**src/rtl/fifo_ctrl_4x8_if.sv**
```systemverilog
// +-----------------------------------------------------------------------+
// | Module   : fifo_ctrl_4x8_if                                           |
// | Brief    : Memory-side bus between the FIFO controller and the 4x8    |
// |            dual-port memory (controller = master, memory = slave).    |
// | Revision : 1.0                                                        |
// +-----------------------------------------------------------------------+
`default_nettype none

interface fifo_ctrl_4x8_if #(
  parameter int MAIN_SIZE = 4,
  parameter int DATA_SIZE = 8
);
  logic                 write;
  logic                 read;
  logic [MAIN_SIZE-1:0] wr_ptr;
  logic [MAIN_SIZE-1:0] rd_ptr;
  logic [DATA_SIZE-1:0] data_in;
  logic [DATA_SIZE-1:0] data_out;

  modport master (
    output write,
    output read,
    output wr_ptr,
    output rd_ptr,
    output data_in,
    input  data_out
  );

  modport slave (
    input  write,
    input  read,
    input  wr_ptr,
    input  rd_ptr,
    input  data_in,
    output data_out
  );
endinterface

`default_nettype wire

```
**src/rtl/fifo_ctrl_4x8.sv**
```systemverilog
// +-----------------------------------------------------------------------+
// | Module   : fifo_ctrl_4x8                                              |
// | Brief    : FIFO controller acting as write/read initiator for the     |
// |            4x8 dual-port memory; tracks occupancy and status flags.   |
// |            Optional sticky error flag built when FIFO_ERR_EN is       |
// |            defined, otherwise err is tied low.                        |
// | Revision : 1.0                                                        |
// +-----------------------------------------------------------------------+
`default_nettype none

module fifo_ctrl_4x8 #(
  parameter int MAIN_SIZE = 4,
  parameter int DATA_SIZE = 8,
  parameter int DEPTH     = 4,
  parameter int AF_THRESH = 3,
  parameter int AE_THRESH = 1
) (
  input  wire logic                 clk,
  input  wire logic                 reset,
  input  wire logic                 push,
  input  wire logic                 pop,
  input  wire logic [DATA_SIZE-1:0] fifo_data_in,
  output logic      [DATA_SIZE-1:0] fifo_data_out,
  output logic                      fifo_valid,
  output logic                      full,
  output logic                      empty,
  output logic                      almost_full,
  output logic                      almost_empty,
  output logic      [MAIN_SIZE:0]   count,
  output logic                      err,
  fifo_ctrl_4x8_if.master           mem_if
);

  localparam logic [MAIN_SIZE-1:0] C_LAST_IDX = MAIN_SIZE'(DEPTH - 1);
  localparam logic [MAIN_SIZE-1:0] C_IDX_ONE  = MAIN_SIZE'(1);
  localparam logic [MAIN_SIZE:0]   C_DEPTH    = (MAIN_SIZE + 1)'(DEPTH);
  localparam logic [MAIN_SIZE:0]   C_AF       = (MAIN_SIZE + 1)'(AF_THRESH);
  localparam logic [MAIN_SIZE:0]   C_AE       = (MAIN_SIZE + 1)'(AE_THRESH);
  localparam logic [MAIN_SIZE:0]   C_CNT_ONE  = (MAIN_SIZE + 1)'(1);

  logic [MAIN_SIZE-1:0] wr_idx_q,        wr_idx_d;
  logic [MAIN_SIZE-1:0] rd_idx_q,        rd_idx_d;
  logic [MAIN_SIZE:0]   count_q,         count_d;
  logic                 write_q,         write_d;
  logic                 read_q,          read_d;
  logic [MAIN_SIZE-1:0] wr_ptr_q,        wr_ptr_d;
  logic [MAIN_SIZE-1:0] rd_ptr_q,        rd_ptr_d;
  logic [DATA_SIZE-1:0] data_in_q,       data_in_d;
  logic                 rd_v1_q,         rd_v1_d;
  logic                 fifo_valid_q,    fifo_valid_d;
  logic [DATA_SIZE-1:0] fifo_data_out_q, fifo_data_out_d;

  logic push_ok;
  logic pop_ok;

  function automatic logic [MAIN_SIZE-1:0] next_idx(input logic [MAIN_SIZE-1:0] idx);
    return (idx == C_LAST_IDX) ? '0 : idx + C_IDX_ONE;
  endfunction

  // Flags decode straight from the registered count so they clear with reset.
  assign full         = (count_q == C_DEPTH);
  assign empty        = (count_q == '0);
  assign almost_full  = (count_q >= C_AF);
  assign almost_empty = (count_q <= C_AE);

  // A pop on empty is never accepted, so a full FIFO is the only case where
  // a same-cycle pop can make room for a push.
  assign pop_ok  = pop && !empty;
  assign push_ok = push && (!full || pop_ok);

  always_comb begin
    wr_idx_d        = wr_idx_q;
    rd_idx_d        = rd_idx_q;
    count_d         = count_q;
    write_d         = push_ok;
    read_d          = pop_ok;
    wr_ptr_d        = wr_ptr_q;
    rd_ptr_d        = rd_ptr_q;
    data_in_d       = data_in_q;
    rd_v1_d         = read_q;
    fifo_valid_d    = rd_v1_q;
    fifo_data_out_d = fifo_data_out_q;

    if (push_ok) begin
      wr_ptr_d  = wr_idx_q;
      data_in_d = fifo_data_in;
      wr_idx_d  = next_idx(wr_idx_q);
    end

    if (pop_ok) begin
      rd_ptr_d = rd_idx_q;
      rd_idx_d = next_idx(rd_idx_q);
    end

    case ({push_ok, pop_ok})
      2'b10:   count_d = count_q + C_CNT_ONE;
      2'b01:   count_d = count_q - C_CNT_ONE;
      default: count_d = count_q;
    endcase

    // Memory registered its read one edge ago; capture it now.
    if (rd_v1_q) begin
      fifo_data_out_d = mem_if.data_out;
    end
  end

  always_ff @(posedge clk or negedge reset) begin
    if (!reset) begin
      wr_idx_q        <= '0;
      rd_idx_q        <= '0;
      count_q         <= '0;
      write_q         <= 1'b0;
      read_q          <= 1'b0;
      wr_ptr_q        <= '0;
      rd_ptr_q        <= '0;
      data_in_q       <= '0;
      rd_v1_q         <= 1'b0;
      fifo_valid_q    <= 1'b0;
      fifo_data_out_q <= '0;
    end else begin
      wr_idx_q        <= wr_idx_d;
      rd_idx_q        <= rd_idx_d;
      count_q         <= count_d;
      write_q         <= write_d;
      read_q          <= read_d;
      wr_ptr_q        <= wr_ptr_d;
      rd_ptr_q        <= rd_ptr_d;
      data_in_q       <= data_in_d;
      rd_v1_q         <= rd_v1_d;
      fifo_valid_q    <= fifo_valid_d;
      fifo_data_out_q <= fifo_data_out_d;
    end
  end

`ifdef FIFO_ERR_EN
  logic err_q, err_d;

  always_comb begin
    err_d = err_q;
    if ((push && full && !pop_ok) || (pop && empty)) begin
      err_d = 1'b1;
    end
  end

  always_ff @(posedge clk or negedge reset) begin
    if (!reset) begin
      err_q <= 1'b0;
    end else begin
      err_q <= err_d;
    end
  end

  assign err = err_q;
`else
  assign err = 1'b0;
`endif

  assign count          = count_q;
  assign fifo_valid     = fifo_valid_q;
  assign fifo_data_out  = fifo_data_out_q;
  assign mem_if.write   = write_q;
  assign mem_if.read    = read_q;
  assign mem_if.wr_ptr  = wr_ptr_q;
  assign mem_if.rd_ptr  = rd_ptr_q;
  assign mem_if.data_in = data_in_q;

endmodule

`default_nettype wire

```
**src/flat_wrapper.sv**
```systemverilog
// flat-port wrapper written by rule: the top's interface ports become plain ports
module fifo_ctrl_4x8_flat 
#(
  parameter int MAIN_SIZE = 4,
  parameter int DATA_SIZE = 8,
  parameter int DEPTH     = 4,
  parameter int AF_THRESH = 3,
  parameter int AE_THRESH = 1
)
  (clk, reset, push, pop, fifo_data_in, fifo_data_out, fifo_valid, full, empty, almost_full, almost_empty, count, err, mem_if_write, mem_if_read, mem_if_wr_ptr, mem_if_rd_ptr, mem_if_data_in, mem_if_data_out);
  fifo_ctrl_4x8_if #(.MAIN_SIZE(MAIN_SIZE), .DATA_SIZE(DATA_SIZE)) mem_if_i ();
  input  wire logic clk;
  input  wire logic reset;
  input  wire logic push;
  input  wire logic pop;
  input  wire logic [DATA_SIZE-1:0] fifo_data_in;
  output logic      [DATA_SIZE-1:0] fifo_data_out;
  output logic fifo_valid;
  output logic full;
  output logic empty;
  output logic almost_full;
  output logic almost_empty;
  output logic      [MAIN_SIZE:0] count;
  output logic err;
  output wire logic [$bits(mem_if_i.write)-1:0] mem_if_write;
  output wire logic [$bits(mem_if_i.read)-1:0] mem_if_read;
  output wire logic [$bits(mem_if_i.wr_ptr)-1:0] mem_if_wr_ptr;
  output wire logic [$bits(mem_if_i.rd_ptr)-1:0] mem_if_rd_ptr;
  output wire logic [$bits(mem_if_i.data_in)-1:0] mem_if_data_in;
  input wire logic [$bits(mem_if_i.data_out)-1:0] mem_if_data_out;
  assign mem_if_write = mem_if_i.write;
  assign mem_if_read = mem_if_i.read;
  assign mem_if_wr_ptr = mem_if_i.wr_ptr;
  assign mem_if_rd_ptr = mem_if_i.rd_ptr;
  assign mem_if_data_in = mem_if_i.data_in;
  assign mem_if_i.data_out = mem_if_data_out;
  fifo_ctrl_4x8 #(.MAIN_SIZE(MAIN_SIZE), .DATA_SIZE(DATA_SIZE), .DEPTH(DEPTH), .AF_THRESH(AF_THRESH), .AE_THRESH(AE_THRESH)) u_core (.clk(clk), .reset(reset), .push(push), .pop(pop), .fifo_data_in(fifo_data_in), .fifo_data_out(fifo_data_out), .fifo_valid(fifo_valid), .full(full), .empty(empty), .almost_full(almost_full), .almost_empty(almost_empty), .count(count), .err(err), .mem_if(mem_if_i));
endmodule
```
**config.mk**
```make
export PLATFORM = sky130hd
export DESIGN_NAME = fifo_ctrl_4x8_flat
export DESIGN_NICKNAME = d
export VERILOG_FILES = /design/src/rtl/fifo_ctrl_4x8_if.sv /design/src/rtl/fifo_ctrl_4x8.sv /design/src/flat_wrapper.sv
export SDC_FILE = /design/constraint.sdc
export NUM_CORES = 1
export LEC_CHECK = 0
export CAP_MARGIN = 10
export CELL_PAD_IN_SITES_DETAIL_PLACEMENT = 1
export CELL_PAD_IN_SITES_GLOBAL_PLACEMENT = 1
export CORE_ASPECT_RATIO = 1.5
export CORE_MARGIN = 2
export CORE_UTILIZATION = 37
export CTS_BUF_LIST = sky130_fd_sc_hd__clkbuf_16
export DETAILED_ROUTE_END_ITERATION = 7
export PLACE_DENSITY = 0.83
export SYNTH_ARGS = -nofsm -noshare
export SYNTH_HDL_FRONTEND = slang
export SYNTH_SLANG_ARGS = --single-unit
```
**constraint.sdc**
```tcl
create_clock -name clk -period 3.5 [get_ports clk]
set_clock_uncertainty 0.2 [all_clocks]
set_input_delay 1.05 -clock clk [delete_from_list [all_inputs] [get_ports clk]]
set_output_delay 1.05 -clock clk [all_outputs]
set_load 0.005 [all_outputs]
```
=== Word-level counts from Yosys, hierarchy flattened ===
Cells that the tools add are included.
W data, S select, Z words.

* Eq/ne operators: 5
* Add/sub/neg operators: 4
* Reduce and logical (&&, ||, !) cells: 7
* $lt $le $gt $ge: 2
* Mux-type cells: 3

{| class="wikitable"
|+ Operator list
! kind !! number
|-
| $pmux W5 S2 || 1
|-
| $add A4 B1 Y4 const B || 2
|-
| $eq A4 B2 Y1 const B || 2
|-
| $mux W4 || 2
|-
| $add A5 B1 Y5 const B || 1
|-
| $eq A5 B3 Y1 const B || 1
|-
| $ge A5 B2 Y1 const B || 1
|-
| $le A5 B1 Y1 const B || 1
|-
| $logic_not A5 Y1 || 1
|-
| $sub A5 B1 Y5 const B || 1
|-
| $eq A2 B1 Y1 const B || 1
|-
| $eq A2 B2 Y1 const B || 1
|-
| $logic_and A1 B1 Y1 || 2
|-
| $logic_not A1 Y1 || 2
|-
| $reduce_bool A2 Y1 || 1
|-
| $logic_or A1 B1 Y1 || 1
|}

* Bits of input ports: 20
* Flip-flop bits (word level): 41
* Output and inout bits: 37

=== Longest topological paths before layout ===
* Depth after elaboration: 7
* Gate-level depth with buffers: 9

=== Worst setup path before layout ===
OpenSTA, ideal clock, no wires.

* Kind: input-to-reg
* Start: input port pop
* End: register u_core.count_q[3], in the netlist u_core.count[3]
* Arrival time: 2.666 ns
* Cell stages on the path: 7
* Required time: 3.221 ns
* Library setup time: 0.079 ns
* Setup slack: 0.555 ns
* Cells stage by stage: clkbuf_1 > o21ai_4 > buf_12 > ha_1 > or4b_1 > a21oi_1 > xor2_1

* Cells in the longest elaborated chain, start to end: 5
* Elaborated cells on any way between the ends: 7
* Those cells by class: eq/ne: 2; mux: 1; reduce/logical: 4

{| class="wikitable"
|+ Ends and longest elaborated chain
! element !! RTL line !! source
|-
| start: declaration || flat_wrapper.sv:15 || <nowiki>input wire logic pop;</nowiki>
|-
| $logic_and A1 B1 Y1 (*) || fifo_ctrl_4x8.sv:68 || <nowiki>assign pop_ok = pop && !empty;</nowiki>
|-
| $logic_or A1 B1 Y1 || fifo_ctrl_4x8.sv:69 || <nowiki>assign push_ok = push && (!full || pop_ok);</nowiki>
|-
| $logic_and A1 B1 Y1 || fifo_ctrl_4x8.sv:69 ||
|-
| $eq A2 B1 Y1 or $eq A2 B2 Y1 (tied branches) || fifo_ctrl_4x8.sv:95 || <nowiki>case ({push_ok, pop_ok})</nowiki>
|-
| $pmux W5 S2 or $reduce_bool A2 Y1 (tied branches) || -- ||
|-
| end signal: assignment || fifo_ctrl_4x8.sv:123 || <nowiki>count_q <= count_d;</nowiki>
|-
| end: declaration || fifo_ctrl_4x8.sv:43 || <nowiki>logic [MAIN_SIZE:0] count_q, count_d;</nowiki>
|}

Every way passes the cells marked *; elsewhere a longest branch is shown, timed or not.
A chain may end at the register's enable or synchronous reset.

=== Final worst setup path ===
* Start: register u_core.count_q[1], in the netlist u_core.count[1]
* End: output port empty

* Cells in the longest elaborated chain, start to end: 1

{| class="wikitable"
|+ Ends and longest elaborated chain
! element !! RTL line !! source
|-
| $logic_not A5 Y1 || fifo_ctrl_4x8.sv:62 || <nowiki>assign empty = (count_q == '0);</nowiki>
|-
| end: declaration || flat_wrapper.sv:20 || <nowiki>output logic empty;</nowiki>
|}

No other way between the ends.

==> summary.md <==
| Metric | Value |
|---|---|
| Skew-Pair Late Insertion Delay | `0.28 ns` |
| Largest net degree at the start of global routing | `42` |
| Static Leak | `1.13 nW` |
| Gate Count Post-Synth | `127` |
| WP data arrival | `2.15 ns` |
| Setup Fix Bufs, Post-CTS | `0` |
| Worst-case reg-to-reg path depth | `9` |
| Critical Path End Type | `primary output` |
| Die area | `5540 sq um` |
| CTS buffer count | `5` |
| H-tree levels | `2` |
| Die height | `90.2 um` |
| Status | `completed` |
| # DRC | `0` |
| Max VDD drop | `377 uV` |
| Crit path kind | `reg -> out` |
| Internal Pwr Total | `1.40 mW` |
| Post-synthesis register bit count | `41` |
| CTS tree | `yes` |
| Port bufs | `55` |
| Via/cell ratio | `4.83` |
| Achievable frequency | `294 MHz` |
| Grt ovf | `0` |
| Total negative slack | `0 ns` |
| Sequential share of power | `39.7%` |
| RePlAce Congestion | `0.750` |
| Core footprint | `4810 sq um` |
| Reg-to-reg slack, setup | `0.82 ns` |
| Clock-pin slew on the worst setup and hold paths | `0.06 ns` |
| Synth top area share | `56.0%` |
| Vias in the first global route | `1379` |
| Crit Path Max Fanout | `8` |
| Total Wirelength | `4070 um` |
| Clock share of power | `25.8%` |
| Clock sink count | `41` |
| Placed inst area | `2430 sq um` |
| Dpl hpwl | `3040 um` |
| Final net count | `213` |
| Clock tree buffer depth | `2` |
| Util after Layout | `54.1%` |
| Cell Area, Synth | `1830 sq um` |
| Actual slew at the worst max-slew pin | `0.884 ns` |
| Cell variety after synth | `32` |
| Total of max-cap violations | `0` |
| Largest cells by area after synthesis | `dfrtp_1, mux2_2, mux2_4` |
| RSZ-0062 raised after global routing | `false` |
| Worst hold stages | `0` |
| Sequential-to-total area share from yosys stat | `56.0%` |
| Design area | `2600 sq um` |
| Gr usage total | `15.6%` |
| Share of cells above drive strength 1 | `24.1%` |
| Die Wd | `61.5 um` |
| First-pass GRT wire length | `6560 um` |
| CTS root buf | `clkbuf_16` |
| Cts hold-fix bufs | `0` |
| Sw Pwr | `0.574 mW` |
| Hold Crit Class | `reg -> reg` |
| Fin. Hold Viols | `0` |
| Post-layout min period | `3.40 ns` |
| Post-DRT Antenna Nets | `0` |
| Syn avg cell area | `14.4 sq um` |
| Synthesis-to-layout area growth | `42.1%` |
| ANT cells | `0` |
| Initial Util | `38.1%` |
| Period utilization | `97.2%` |
| DRT iter0 DRCs | `13` |
| CP required | `2.25 ns` |
| Synthesized Nets | `154` |
| Gate power share | `34.5%` |
| Cts repair resizes | `0` |
| CP Launch Type | `flip-flop` |
| Switching share of power | `29.0%` |
| FP Rows | `31` |
| Initial antenna violation count | `0` |
| Final Setup Violations | `0` |
| Pwr/cell area | `759 nW/um^2` |
| Routed via count | `1221` |
| Final count of pins violating max slew | `0` |
| Worst rel slew slack | `41.1%` |
| Leading area contributor after synthesis | `dfrtp_1` |
| Synth warn | `0` |
| Wire per inst | `16.1 um` |
| Top Ports | `57` |
| Drt pass-1 iters | `4` |
-- cell type report --
| type | count | area (sq um) |
|---|---|---|
| inverters | 6 | 22.5 |
| multi-input cells | 76 | 751 |
| fillers | 527 | 2210 |
| clock buffers | 5 | 125 |
| well taps | 66 | 82.6 |
| clock inverters | 3 | 41.3 |
| flip-flops and latches | 41 | 1030 |
| repair buffers | 56 | 553 |
-- synth_stat cells, drive strengths merged --
library cell  number
dfrtp             41
mux2              29
ha                 7
inv                6
a21oi              5
nor2               4
xnor2              4
nand2              3
o21ai              3
xor2               3
buf                2
clkbuf             2
nand3              2
nand4b             2
nand4bb            2
or4b               2
and3               1
and4               1
conb               1
mux2i              1
nand3b             1
nor2b              1
nor3               1
o211ai             1
o21a               1
o2bb2ai            1
-- state kept, by name (all words and copies together) (netlist names) --
| signal | count |
|---|---|
| u_core.mem_if.read | 1 |
| u_core.fifo_valid_d | 1 |
| u_core.fifo_valid | 1 |
| u_core.rd_idx_q | 4 |
| u_core.fifo_data_out | 8 |
| u_core.mem_if.data_in | 8 |
| u_core.mem_if.write | 1 |
| u_core.mem_if.wr_ptr | 4 |
| u_core.mem_if.rd_ptr | 4 |
| u_core.wr_idx_q | 4 |
| u_core.count | 5 |
-- routing by layer --
layer  wire (um)  track usage [%]  part of all wire [%]  vias to the layer above
met4          62             5.32                   1.5                        0
li1            -                -                     -                      564
met2        2250             27.9                    55                       45
met5           0                0                     0                        -
met3         219             3.31                   5.4                        6
met1        1530             17.4                    38                      606
-- through the flow --
| step | hold WS [ns] | std cells | worst slack, ns | total power [mW] |
|---|---|---|---|---|
| after floorplan | 0.152 | 127 | 0.555 | 1.09 |
| after global placement | 0.168 | 245 | 0.293 | 1.43 |
| after detailed placement | 0.181 | 245 | 0.115 | 1.48 |
| after CTS | 0.191 | 253 | 0.0235 | 2.00 |
| after global routing | 0.203 | 253 | 0.0186 | 2.10 |
| final | 0.187 | 253 | 0.0965 | 1.98 |
-- critical path: stages (launching register included) --
cell and delay [ns]:
dfrtp_2 0.45, inv_1 0.12, ha_2 0.22, or4b_4 0.51
inv_1 0.08, clkdlybuf4s50_1 0.50
-- final timing paths --
path	endpoint	startpoint
worst max-delay path	empty	u_core.count[1]
worst min-delay path	u_core.fifo_valid_d	u_core.mem_if.read
worst max register to register	u_core.count[4]	u_core.count[1]
worst min register to register	u_core.fifo_valid_d	u_core.mem_if.read
max in group asynchronous	u_core.count[0]	reset
min in group asynchronous	u_core.mem_if.wr_ptr[1]	reset
-- cell usage in the layout (no fill, tap or decap), types with 2 or more instances in the layout --
cell,n
clkdlybuf4s50_1,54
dfrtp_1,39
mux2_2,22
mux2_4,7
inv_1,6
ha_1,6
a21oi_1,5
clkbuf_16,5
nor2_1,4
xnor2_1,4
xor2_1,3
nand2_1,2
nand4b_1,2
nand3_1,2
o21ai_0,2
dfrtp_2,2
-- power groups by stage --
stage,registers [mW],logic [mW],clock network (mW)
2_1_floorplan,0.756,0.338,0
3_3_place_gp,0.773,0.659,0
3_5_place_dp,0.793,0.683,0
4_1_cts,0.786,0.695,0.521
5_1_grt,0.812,0.747,0.544
6_report,0.784,0.682,0.510
-- cells by family (layout without fill, tap and decap cells) --
kind of cell / Yosys count / after routing / share of synthesized area, %
other cells: 1 / 1 / 0.205
buf+inv: 10 / 70 / 3.14
mux: 30 / 30 / 19.8
flops: 41 / 41 / 56.0
xor+xnor: 7 / 7 / 3.35
compound gates: 11 / 11 / 4.10
simple gates: 20 / 20 / 8.61
fa+ha+maj: 7 / 7 / 4.78
(Power assumes the default switching activity.)
